<file path="config.mk">
export PLATFORM = sky130hd
export DESIGN_NAME = instr_fetch
export DESIGN_NICKNAME = d
export VERILOG_FILES = /design/src/rtl/instr_fetch.sv
export SDC_FILE = /design/constraint.sdc
export NUM_CORES = 1
export LEC_CHECK = 0
export BUFFER_PORTS_ARGS = -buffer_cell sky130_fd_sc_hd__buf_4
export CAP_MARGIN = 0
export CORE_UTILIZATION = 43
export DETAILED_ROUTE_END_ITERATION = 8
export PLACE_DENSITY = 0.8
export SYNTH_ARGS = -nofsm -noshare
export SYNTH_HDL_FRONTEND = slang
export SYNTH_SLANG_ARGS = --single-unit
</file>
<file path="constraint.sdc">
create_clock -name clk -period 2.4 [get_ports clk]
set_clock_uncertainty 0.2 [all_clocks]
set_input_delay 0.48 -clock clk [delete_from_list [all_inputs] [get_ports clk]]
set_output_delay 0.48 -clock clk [all_outputs]
set_load 0.02 [all_outputs]
</file>
<file path="src/rtl/instr_fetch.sv">
`default_nettype none
// ============================================================================
// Module   : instr_fetch
// Purpose  : Instruction fetch unit. Requests a 16-bit word at pc, latches it
//            into IR, and presents the decoded fields to the control unit
//            until they are accepted. Stops permanently once a HALT
//            instruction is accepted.
// Options  : INSTR_FETCH_PERF_EN adds saturating cycle/instruction counters.
// Revision : 1.0  initial release
// ============================================================================
module instr_fetch #(
    parameter int                ADDR_W   = 8,
    parameter logic [ADDR_W-1:0] RESET_PC = '0
) (
    input  logic              clk,
    input  logic              rst_n,
    input  logic              start,
    output logic              imem_req,
    output logic [ADDR_W-1:0] imem_addr,
    input  logic              imem_rvalid,
    input  logic [15:0]       imem_rdata,
    output logic              dec_valid,
    input  logic              dec_ready,
    output logic [3:0]        opcode,
    output logic [3:0]        rd,
    output logic [3:0]        rs1,
    output logic [3:0]        rs2_imm,
    input  logic              halt_in,
    output logic [ADDR_W-1:0] pc,
    output logic              halted
`ifdef INSTR_FETCH_PERF_EN
    ,
    output logic [15:0]       cyc_cnt,
    output logic [15:0]       instr_cnt
`endif
);

    typedef enum logic [1:0] {
        IDLE   = 2'd0,
        REQ    = 2'd1,
        ISSUE  = 2'd2,
        HALTED = 2'd3
    } state_t;

    state_t      state;
    state_t      state_nxt;
    logic [15:0] ir;
    logic        fetch_done;
    logic        handshake;

    // Read data only counts while a request is outstanding; stray rvalid is dropped.
    assign fetch_done = (state == REQ) && imem_rvalid;
    assign handshake  = (state == ISSUE) && dec_ready;

    // State register
    always_ff @(posedge clk or negedge rst_n) begin
        if (!rst_n) begin
            state <= IDLE;
        end else begin
            state <= state_nxt;
        end
    end

    // Next-state and Moore outputs
    always_comb begin
        state_nxt = state;
        imem_req  = 1'b0;
        dec_valid = 1'b0;
        halted    = 1'b0;
        case (state)
            IDLE: begin
                if (start) begin
                    state_nxt = REQ;
                end
            end
            REQ: begin
                imem_req = 1'b1;
                if (imem_rvalid) begin
                    state_nxt = ISSUE;
                end
            end
            ISSUE: begin
                dec_valid = 1'b1;
                if (dec_ready) begin
                    state_nxt = halt_in ? HALTED : REQ;
                end
            end
            HALTED: begin
                halted = 1'b1;
            end
            default: begin
                state_nxt = IDLE;
            end
        endcase
    end

    // Instruction register and program counter; pc wraps naturally at 2^ADDR_W
    always_ff @(posedge clk or negedge rst_n) begin
        if (!rst_n) begin
            ir <= 16'h0000;
            pc <= RESET_PC;
        end else if (fetch_done) begin
            ir <= imem_rdata;
            pc <= pc + 1'b1;
        end
    end

    assign imem_addr = pc;
    assign opcode    = ir[15:12];
    assign rd        = ir[11:8];
    assign rs1       = ir[7:4];
    assign rs2_imm   = ir[3:0];

`ifdef INSTR_FETCH_PERF_EN
    // Busy-cycle counter: counts cycles spent fetching or issuing, saturating
    always_ff @(posedge clk or negedge rst_n) begin
        if (!rst_n) begin
            cyc_cnt <= 16'h0000;
        end else if (((state == REQ) || (state == ISSUE)) && (cyc_cnt != 16'hFFFF)) begin
            cyc_cnt <= cyc_cnt + 16'h0001;
        end
    end

    // Retired-instruction counter: counts accepted issues, saturating
    always_ff @(posedge clk or negedge rst_n) begin
        if (!rst_n) begin
            instr_cnt <= 16'h0000;
        end else if (handshake && (instr_cnt != 16'hFFFF)) begin
            instr_cnt <= instr_cnt + 16'h0001;
        end
    end
`endif

endmodule
`default_nettype wire

</file>
==> flow_summary.yaml, run 1 <==
logic_synthesis:
  ys_seq_area_share_pct: 54.85
  yosysWarnings: 0
  synthesis.area_um2: 1186
  synthArstFlopShare_pct: 100.0
  ys_seq_elements: 26
  ys.flop_type: "dfrtp_1"
  synth.top_cell.area_share_pct: 54.85
  syn-mean-instance-area_um2: 13.18
  synth_cells: 90
  yosys.area.top_type: "dfrtp_1"
  synth-edff-count: 0
  syn_nets: 118
  synth.area.top_cells: "dfrtp_1, mux2_2, ha_1"
  ys_types: 22
placement:
  portBuffers: 56
  hpwl_um: 1751
  gp_congestion: 0.8740
  dpl_cell_area_um2: 1579
  placed_cells: 167
route:
  wl_per_cell_um: 12.92
  dr_total_vias: 867
  drc: 0
  drt_iter0_drc: 2
  wl_um: 2223
  dr.pass1.iters: 2
  viasPerCell: 5.041
  final_antenna_net_count: 0
global_route:
  grt_use_total_pct: 16.48
  grt_pass1_wl_um: 3450
  grt_max_degree: 27
  grt_pass1_vias: 813
  grt-ovfl-total: 0
  antenna_found_initial: 0
clocking:
  cts_setup_buffers: 0
  holdBufCountCts: 1
  cts_tree: "built"
  clk-insertion-delay-late_ps: 320
  cts_sinks: 26
  cts-buffers-inserted: 3
  cts_resized: 0
  clk_pin_slew_ps: 140
  h-tree-depth: 1
  clockRootBuffer: "clkbuf_4"
  cts_buffer_depth: 2
cells_and_area:
  final_nets: 171
  areaGrowthSynthToFinish_pct: 38.40
  seq_area_um2: 650.6
  postLayoutCoreUtil_pct: 64.50
  fillers: 205
  drive_gt1_share_pct: 54.93
  diodes: 0
  multiInputGateArea_um2: 459.2
  finalInstanceArea_um2: 1642
  fin_cells: 172
worst_setup_path:
  crit_start: "state[0]"
  critical_path.max_fanout: 5
  critical_path.endpoint_type: "output pin"
  cp.arrival_ps: 1300
  r2r_setup_slack_ps: 480
  critPathKind: "register to output pin"
  reg2reg_from: "state[0]"
  timing.rr.end: "state[0]"
  required_ps: 1720
  critPathCapture: "dec_valid"
  reg2reg_depth: 5
  worstSetupStartpointType: "register"
floorplanning:
  ios: 57
  initial_core_util_pct: 46.61
  fp-row-count: 18
  chipWidth_um: 54.52
  design.core.area_um2: 2545
  die-area_um2: 2972
  die_y_um: 54.52
hold_path:
  hold_path.class: "input pin to register"
power:
  p_leak_nw: 0.8179
  ir_drop_mv: 0.7330
  p_per_area_nw_per_um2: 1379
timing:
  tns_ps: 0
  post-route-period-util_pct: 82.47
  finalMaxSlewViolations: 0
  setup_viol: 0
  period_needed_ps: 1979
  fmax_ghz: 0.5053
  grt_setup_unrepaired: "no"
  hold_violations: 0
  worst_pin_slew_ps: 414.5
  slew_headroom_pct: 72.27
run_status:
  status: "completed"
job:
  drv_cap: 0
## Yosys cell counts (2+ instances only)
cell type and count:
nor3_1 2, xnor2_1 6, mux2_2 17, ha_1 6, nor2b_1 3, nand2_1 3, dfrtp_1 26, nor2_1 3
inv_1 3, buf_4 8, nand4_1 2
## power breakdown
group          switching (mW)  internal (mW)
combinational           0.597          0.577
clock                   0.127          0.169
sequential              0.159          0.635
## final cells by class
type | count | share of cell area [%]
clock buffers | 3 | 1.372
repair buffers | 57 | 26.22
multi-input cells | 52 | 27.97
well taps | 30 | 2.287
clock inverters | 1 | 1.829
inverters | 3 | 0.6860
flip-flops and latches | 26 | 39.63
## layout by cell type, fill, tap and decap left out, types with 2 or more instances in the layout
master,n
clkbuf_4,3
nor2_1,3
mux2_2,17
dfrtp_1,26
buf_4,56
ha_1,6
xnor2_1,6
nor3_1,2
nand2_1,3
nand4_1,2
inv_1,3
nor2b_1,3
## through the flow
stage                     setup slack, ps  total power, mW  hold slack [ps]
after global routing                349.8            2.413            160.2
final                               420.8            2.263            177.7
after detailed placement            545.0            1.988            205.2
after CTS                           419.2            2.289            166.2
after global placement              610.7            1.944            202.6
after floorplan                     565.0            1.542           -15.59
## critical path, cell delays in order, from the launching register on
cell	delay, ps
dfrtp_1	440
inv_1	120
ha_1	250
buf_4	170
## logic make-up after synthesis
kind of cell	Yosys count	synth area share, %
AO/OA/AOI/OAI	2	1.266
XOR/XNOR	7	5.169
adder cells (fa/ha/maj)	6	6.329
buffers and inverters	12	6.434
flip-flops	26	54.85
multiplexers	18	16.98
AND/OR/NAND/NOR	19	8.967
## sequential cells by signal, indices dropped and copies added, names as in the netlist
signal	cells
ir	16
imem_addr	8
state	2
## per-layer routing
layer	GRT usage [%]	share of wire [%]
met5	0	0
met2	30.28	52
met3	3.333	5.9
met4	6.838	2.9
met1	18.21	39
## worst min path at each step
stage,cells after the start,slack (ps),startpoint,endpoint
final,2,180,imem_rdata[3],ir[3]
after global routing,2,160,imem_rdata[3],ir[3]
after CTS,2,170,imem_rdata[3],ir[3]
after detailed placement,1,210,rst_n,imem_addr[4]
after global placement,1,200,rst_n,imem_addr[2]
after floorplan,0,-20,rst_n,imem_addr[0]
(Power assumes the default switching activity.)
==> run 2, diff against run 1 <==
Settings changed: CORE_UTILIZATION 43 to 40, PLACE_DENSITY 0.8 to 0.79.
Clock period 2.4 ns to 1.74 ns, I/O delays scaled along.
==> flow_summary.yaml, run 2 (same netlist as run 1, synthesis figures left out) <==
worst_setup_path:
  slowest_stage: "or4_4"
  cp_top_family: "simple AND/OR/NAND/NOR gates"
  cp.arrival_ps: 1850
  r2r_setup_slack_ps: -70
  critical_path.max_fanout: 4
  critical_path.endpoint_type: "register"
  required_ps: 1780
  critPathBufInv: 1
  worstSetupStartpointType: "register"
  crit_chain: "inv_4 > ha_2 > nor2b_1 > or4_4 > a22oi_2"
  critical_path.max_stage_delay_ps: 490
  critPathKind: "register to register"
route:
  wl_per_cell_um: 13.24
  viasPerCell: 5.045
  final_antenna_net_count: 0
  dr.pass1.iters: 4
  wl_um: 2357
  drt_iter0_drc: 13
  drc: 0
  dr_total_vias: 898
clocking:
  cts_buffer_depth: 2
  clk_pin_slew_ps: 140
  h-tree-depth: 1
  clockRootBuffer: "clkbuf_4"
  cts_sinks: 26
  cts_tree: "built"
  cts-buffers-inserted: 3
  clk-insertion-delay-late_ps: 320
global_route:
  grt_pass1_wl_um: 3843
  grt_pass1_vias: 869
  grt-ovfl-total: 0
  antenna_found_initial: 0
  grt_use_total_pct: 15.57
  grt_max_degree: 27
run_status:
  status: "finished, violations left"
  violations: "negative setup slack"
placement:
  gp_congestion: 0.6755
  placed_cells: 171
  hpwl_um: 1759
  portBuffers: 56
power:
  switchingPower_mw: 1.322
  intPower_mw: 2.072
  ir_drop_mv: 1.463
  p_per_area_nw_per_um2: 1925
  netSwitchingFraction_pct: 38.94
  p_clk_share_pct: 12.0
  combPwrFrac_pct: 55.4
  p_leak_nw: 0.8496
  fin_total_pwr_mw: 3.394
  power_frac_seq_pct: 32.6
timing:
  fin_ws_ps: -69.34
  finalMaxSlewViolations: 0
  hold_violations: 0
  slew_headroom_pct: 78.35
  post-route-period-util_pct: 104.0
  fmax_ghz: 0.5527
  period_needed_ps: 1809
  setup_viol: 5
  worst_pin_slew_ps: 324.8
  grt_setup_unrepaired: "yes"
job:
  drv_cap: 0
floorplanning:
  ios: 57
  chipWidth_um: 56.46
  die-area_um2: 3187
  initial_core_util_pct: 42.65
  design.core.area_um2: 2781
  fp-row-count: 19
  die_y_um: 56.46
cells_and_area:
  diodes: 0
  fillers: 209
  final_common_cell: "buf_4"
  largest_reg_flops: 16
  top_register: "ir"
  drive_gt1_share_pct: 64.63
  postLayoutCoreUtil_pct: 63.38
  fin_cells: 178
  areaGrowthSynthToFinish_pct: 48.63
  final_nets: 176
  layout_common_cells: "buf_4, dfrtp_1, mux2_2"
hold_path:
  hold_path.class: "input pin to register"
run 2: final timing paths:
check | startpoint | to | depth (start not counted)
worst max-delay path | state[0] | state[0] | 5
worst min-delay path | imem_rdata[8] | ir[8] | 2
worst max register to register | state[0] | state[0] | 5
worst min register to register | imem_addr[7] | imem_addr[7] | 1
max in group asynchronous | rst_n | state[0] | 2
min in group asynchronous | rst_n | imem_addr[4] | 2
run 2: per-stage QoR:
stage	TNS, ps	cell area (um2)	worst slack [ps]	hold slack (ps)
finish	-114.2	1763	-69.34	47.08
global route	-1082	1763	-117.8	23.89
CTS	-137.1	1745	-42.52	35.94
detailed placement	-201.2	1653	-126.1	73.85
global placement	-21.65	1653	-21.65	69.99
floorplan	-2.891	1224	-2.891	-147.6
run 2: layout make-up:
cell class / instances / area [um2] / area share [%]
Sequential cell: 26 / 651.9 / 36.98
Multi-Input combinational cell: 52 / 514.2 / 29.17
Timing Repair Buffer: 62 / 491.7 / 27.89
Tap cell: 31 / 38.79 / 2.200
Clock inverter: 1 / 30.03 / 1.703
Clock buffer: 3 / 22.52 / 1.278
Inverter: 3 / 13.76 / 0.7807
run 2: timing repair:
item	in CTS	in global routing
hold buffers	1	0
buffers inserted	1	1
cloned	0	0
resized for setup	7	2
endpoints found under the hold margin	26	0
pin swaps	1	0
endpoints found under the setup margin	12	23
run 2: routing by layer:
metal  vias up  global-route usage [%]  share of wire, %
met5         -                       0                 0
met4         0                   3.136               2.0
met3         4                   5.069               7.3
met2        50                   27.56                51
met1       429                   18.33                40
li1        415                       -                 -
run 2: power groups by stage:
stage,Sequential (mW),Clock [mW],Combinational [mW]
finish,1.11,0.408,1.88
global route,1.15,0.446,1.99
CTS,1.11,0.421,1.83
detailed placement,1.11,0,1.76
global placement,1.09,0,1.70
floorplan,1.39,0,0.794
==> run 3, diff against run 2 <==
Settings changed: CORE_UTILIZATION 40 to 43, PLACE_DENSITY 0.79 to 0.8.
Clock period 1.74 ns to 2 ns, I/O delays scaled along.
==> flow_summary.yaml, run 3 (same netlist as run 1, synthesis figures left out) <==
timing:
  grt_setup_unrepaired: "no"
  fmax_ghz: 0.5364
  post-route-period-util_pct: 93.22
  slew_headroom_pct: 72.27
  setup_viol: 0
  tns_ps: 0
  period_needed_ps: 1864
  hold_slack_ps: 97.73
  finalMaxSlewViolations: 0
  worst_pin_slew_ps: 414.5
  hold_violations: 0
worst_setup_path:
  crit_chain: "inv_1 > ha_2 > nor2b_1 > or4_1 > a22oi_1"
  critical_path.endpoint_type: "register"
  reg2reg_depth: 5
  r2r_setup_slack_ps: 140
  critical_path.max_stage_delay_ps: 500
  worstSetupStartpointType: "register"
  slowest_stage: "or4_1"
  critical_path.max_fanout: 5
  timing.rr.end: "state[0]"
  reg2reg_from: "state[0]"
  required_ps: 2040
  cp.arrival_ps: 1900
  critPathKind: "register to register"
clocking:
  cts_sinks: 26
  cts_tree: "built"
  clockRootBuffer: "clkbuf_4"
  clk_pin_slew_ps: 140
  h-tree-depth: 1
  clk-insertion-delay-late_ps: 320
  cts_buffer_depth: 2
  cts-buffers-inserted: 3
power:
  combPwrFrac_pct: 51.9
  intPower_mw: 1.658
  fin_total_pwr_mw: 2.718
  p_per_area_nw_per_um2: 1653
  ir_drop_mv: 0.8796
  p_clk_share_pct: 13.0
  netSwitchingFraction_pct: 39.00
  switchingPower_mw: 1.060
  power_frac_seq_pct: 35.1
  p_leak_nw: 0.8160
cells_and_area:
  fillers: 205
  final_nets: 171
  largest_reg_flops: 16
  top_register: "ir"
  final_common_cell: "buf_4"
  diodes: 0
  fin_cells: 172
  drive_gt1_share_pct: 55.63
  layout_common_cells: "buf_4, dfrtp_1, mux2_2"
  areaGrowthSynthToFinish_pct: 38.61
  postLayoutCoreUtil_pct: 64.60
hold_path:
  hold_path.class: "input pin to register"
  min_path_cells: 2
  hold_start: "imem_rdata[3]"
  hold_end: "ir[3]"
floorplanning:
  ios: 57
  fp-row-count: 18
  die-area_um2: 2972
  die_y_um: 54.52
  initial_core_util_pct: 46.61
  design.core.area_um2: 2545
  chipWidth_um: 54.52
route:
  final_antenna_net_count: 0
  drt_iter0_drc: 2
  viasPerCell: 5.041
  dr_total_vias: 867
  wl_per_cell_um: 12.92
  dr.pass1.iters: 2
  wl_um: 2223
  drc: 0
global_route:
  grt_pass1_vias: 813
  antenna_found_initial: 0
  grt_use_total_pct: 16.48
  grt-ovfl-total: 0
  grt_pass1_wl_um: 3450
  grt_max_degree: 27
placement:
  hpwl_um: 1751
  portBuffers: 56
  gp_congestion: 0.8740
  placed_cells: 167
job:
  drv_cap: 0
run_status:
  status: "completed"
## run 3: worst max path at each step
stage / startpoint / to / slack, ps / depth (start not counted)
2_1_floorplan: state[0] / state[0] / 170 / 5
3_3_place_gp: state[0] / state[0] / 210 / 5
3_5_place_dp: state[0] / state[0] / 150 / 5
4_1_cts: state[0] / state[0] / 90 / 5
5_1_grt: state[1] / state[0] / 30 / 5
6_report: state[0] / state[0] / 140 / 5
## run 3: cell type report
type                            count  area, um2  share of cell area, %
Clock buffer                        3      22.52                  1.370
Tap cell                           30      37.54                  2.283
Sequential cell                    26      650.6                  39.57
Inverter                            3      11.26                 0.6849
Clock inverter                      1      30.03                  1.826
Multi-Input combinational cell     52      461.7                  28.08
Timing Repair Buffer               57      430.4                  26.18
## run 3: timing repair
| item | in CTS | in global routing |
|---|---|---|
| endpoints found under the hold margin | 26 | 0 |
| hold buffers | 1 | 0 |
| endpoints found under the setup margin | 0 | 1 |
| setup buffers | 0 | 0 |
| resized for setup | 0 | 1 |
## run 3: power groups by stage
| stage | Combinational [mW] | Sequential [mW] | Clock [mW] |
|---|---|---|---|
| 2_1_floorplan | 0.650 | 1.20 | 0 |
| 3_3_place_gp | 1.39 | 0.945 | 0 |
| 3_5_place_dp | 1.42 | 0.963 | 0 |
| 4_1_cts | 1.43 | 0.953 | 0.366 |
| 5_1_grt | 1.53 | 0.991 | 0.382 |
| 6_report | 1.41 | 0.953 | 0.354 |
## run 3: critical path: cells and delay by family, from the launching register on
kind	cells	cell delay [ps]
compound gates	1	170
fa+ha+maj	1	220
buf+inv	1	100
flops	1	430
simple gates	2	660
## run 3: per-stage QoR
stage | instance area (um2) | setup slack [ps]
global route | 1644 | 32.85
detailed placement | 1579 | 145.0
finish | 1644 | 135.7
CTS | 1642 | 88.39
floorplan | 1186 | 165.0
global placement | 1579 | 210.7
## run 3: metal layers
layer  vias to the layer above  part of all wire [%]  GRT usage [%]
li1                        406                     -              -
met1                       413                    39          18.21
met2                        41                    52          30.28
met3                         7                   5.9          3.333
met4                         0                   2.9          6.838
met5                         -                     0              0
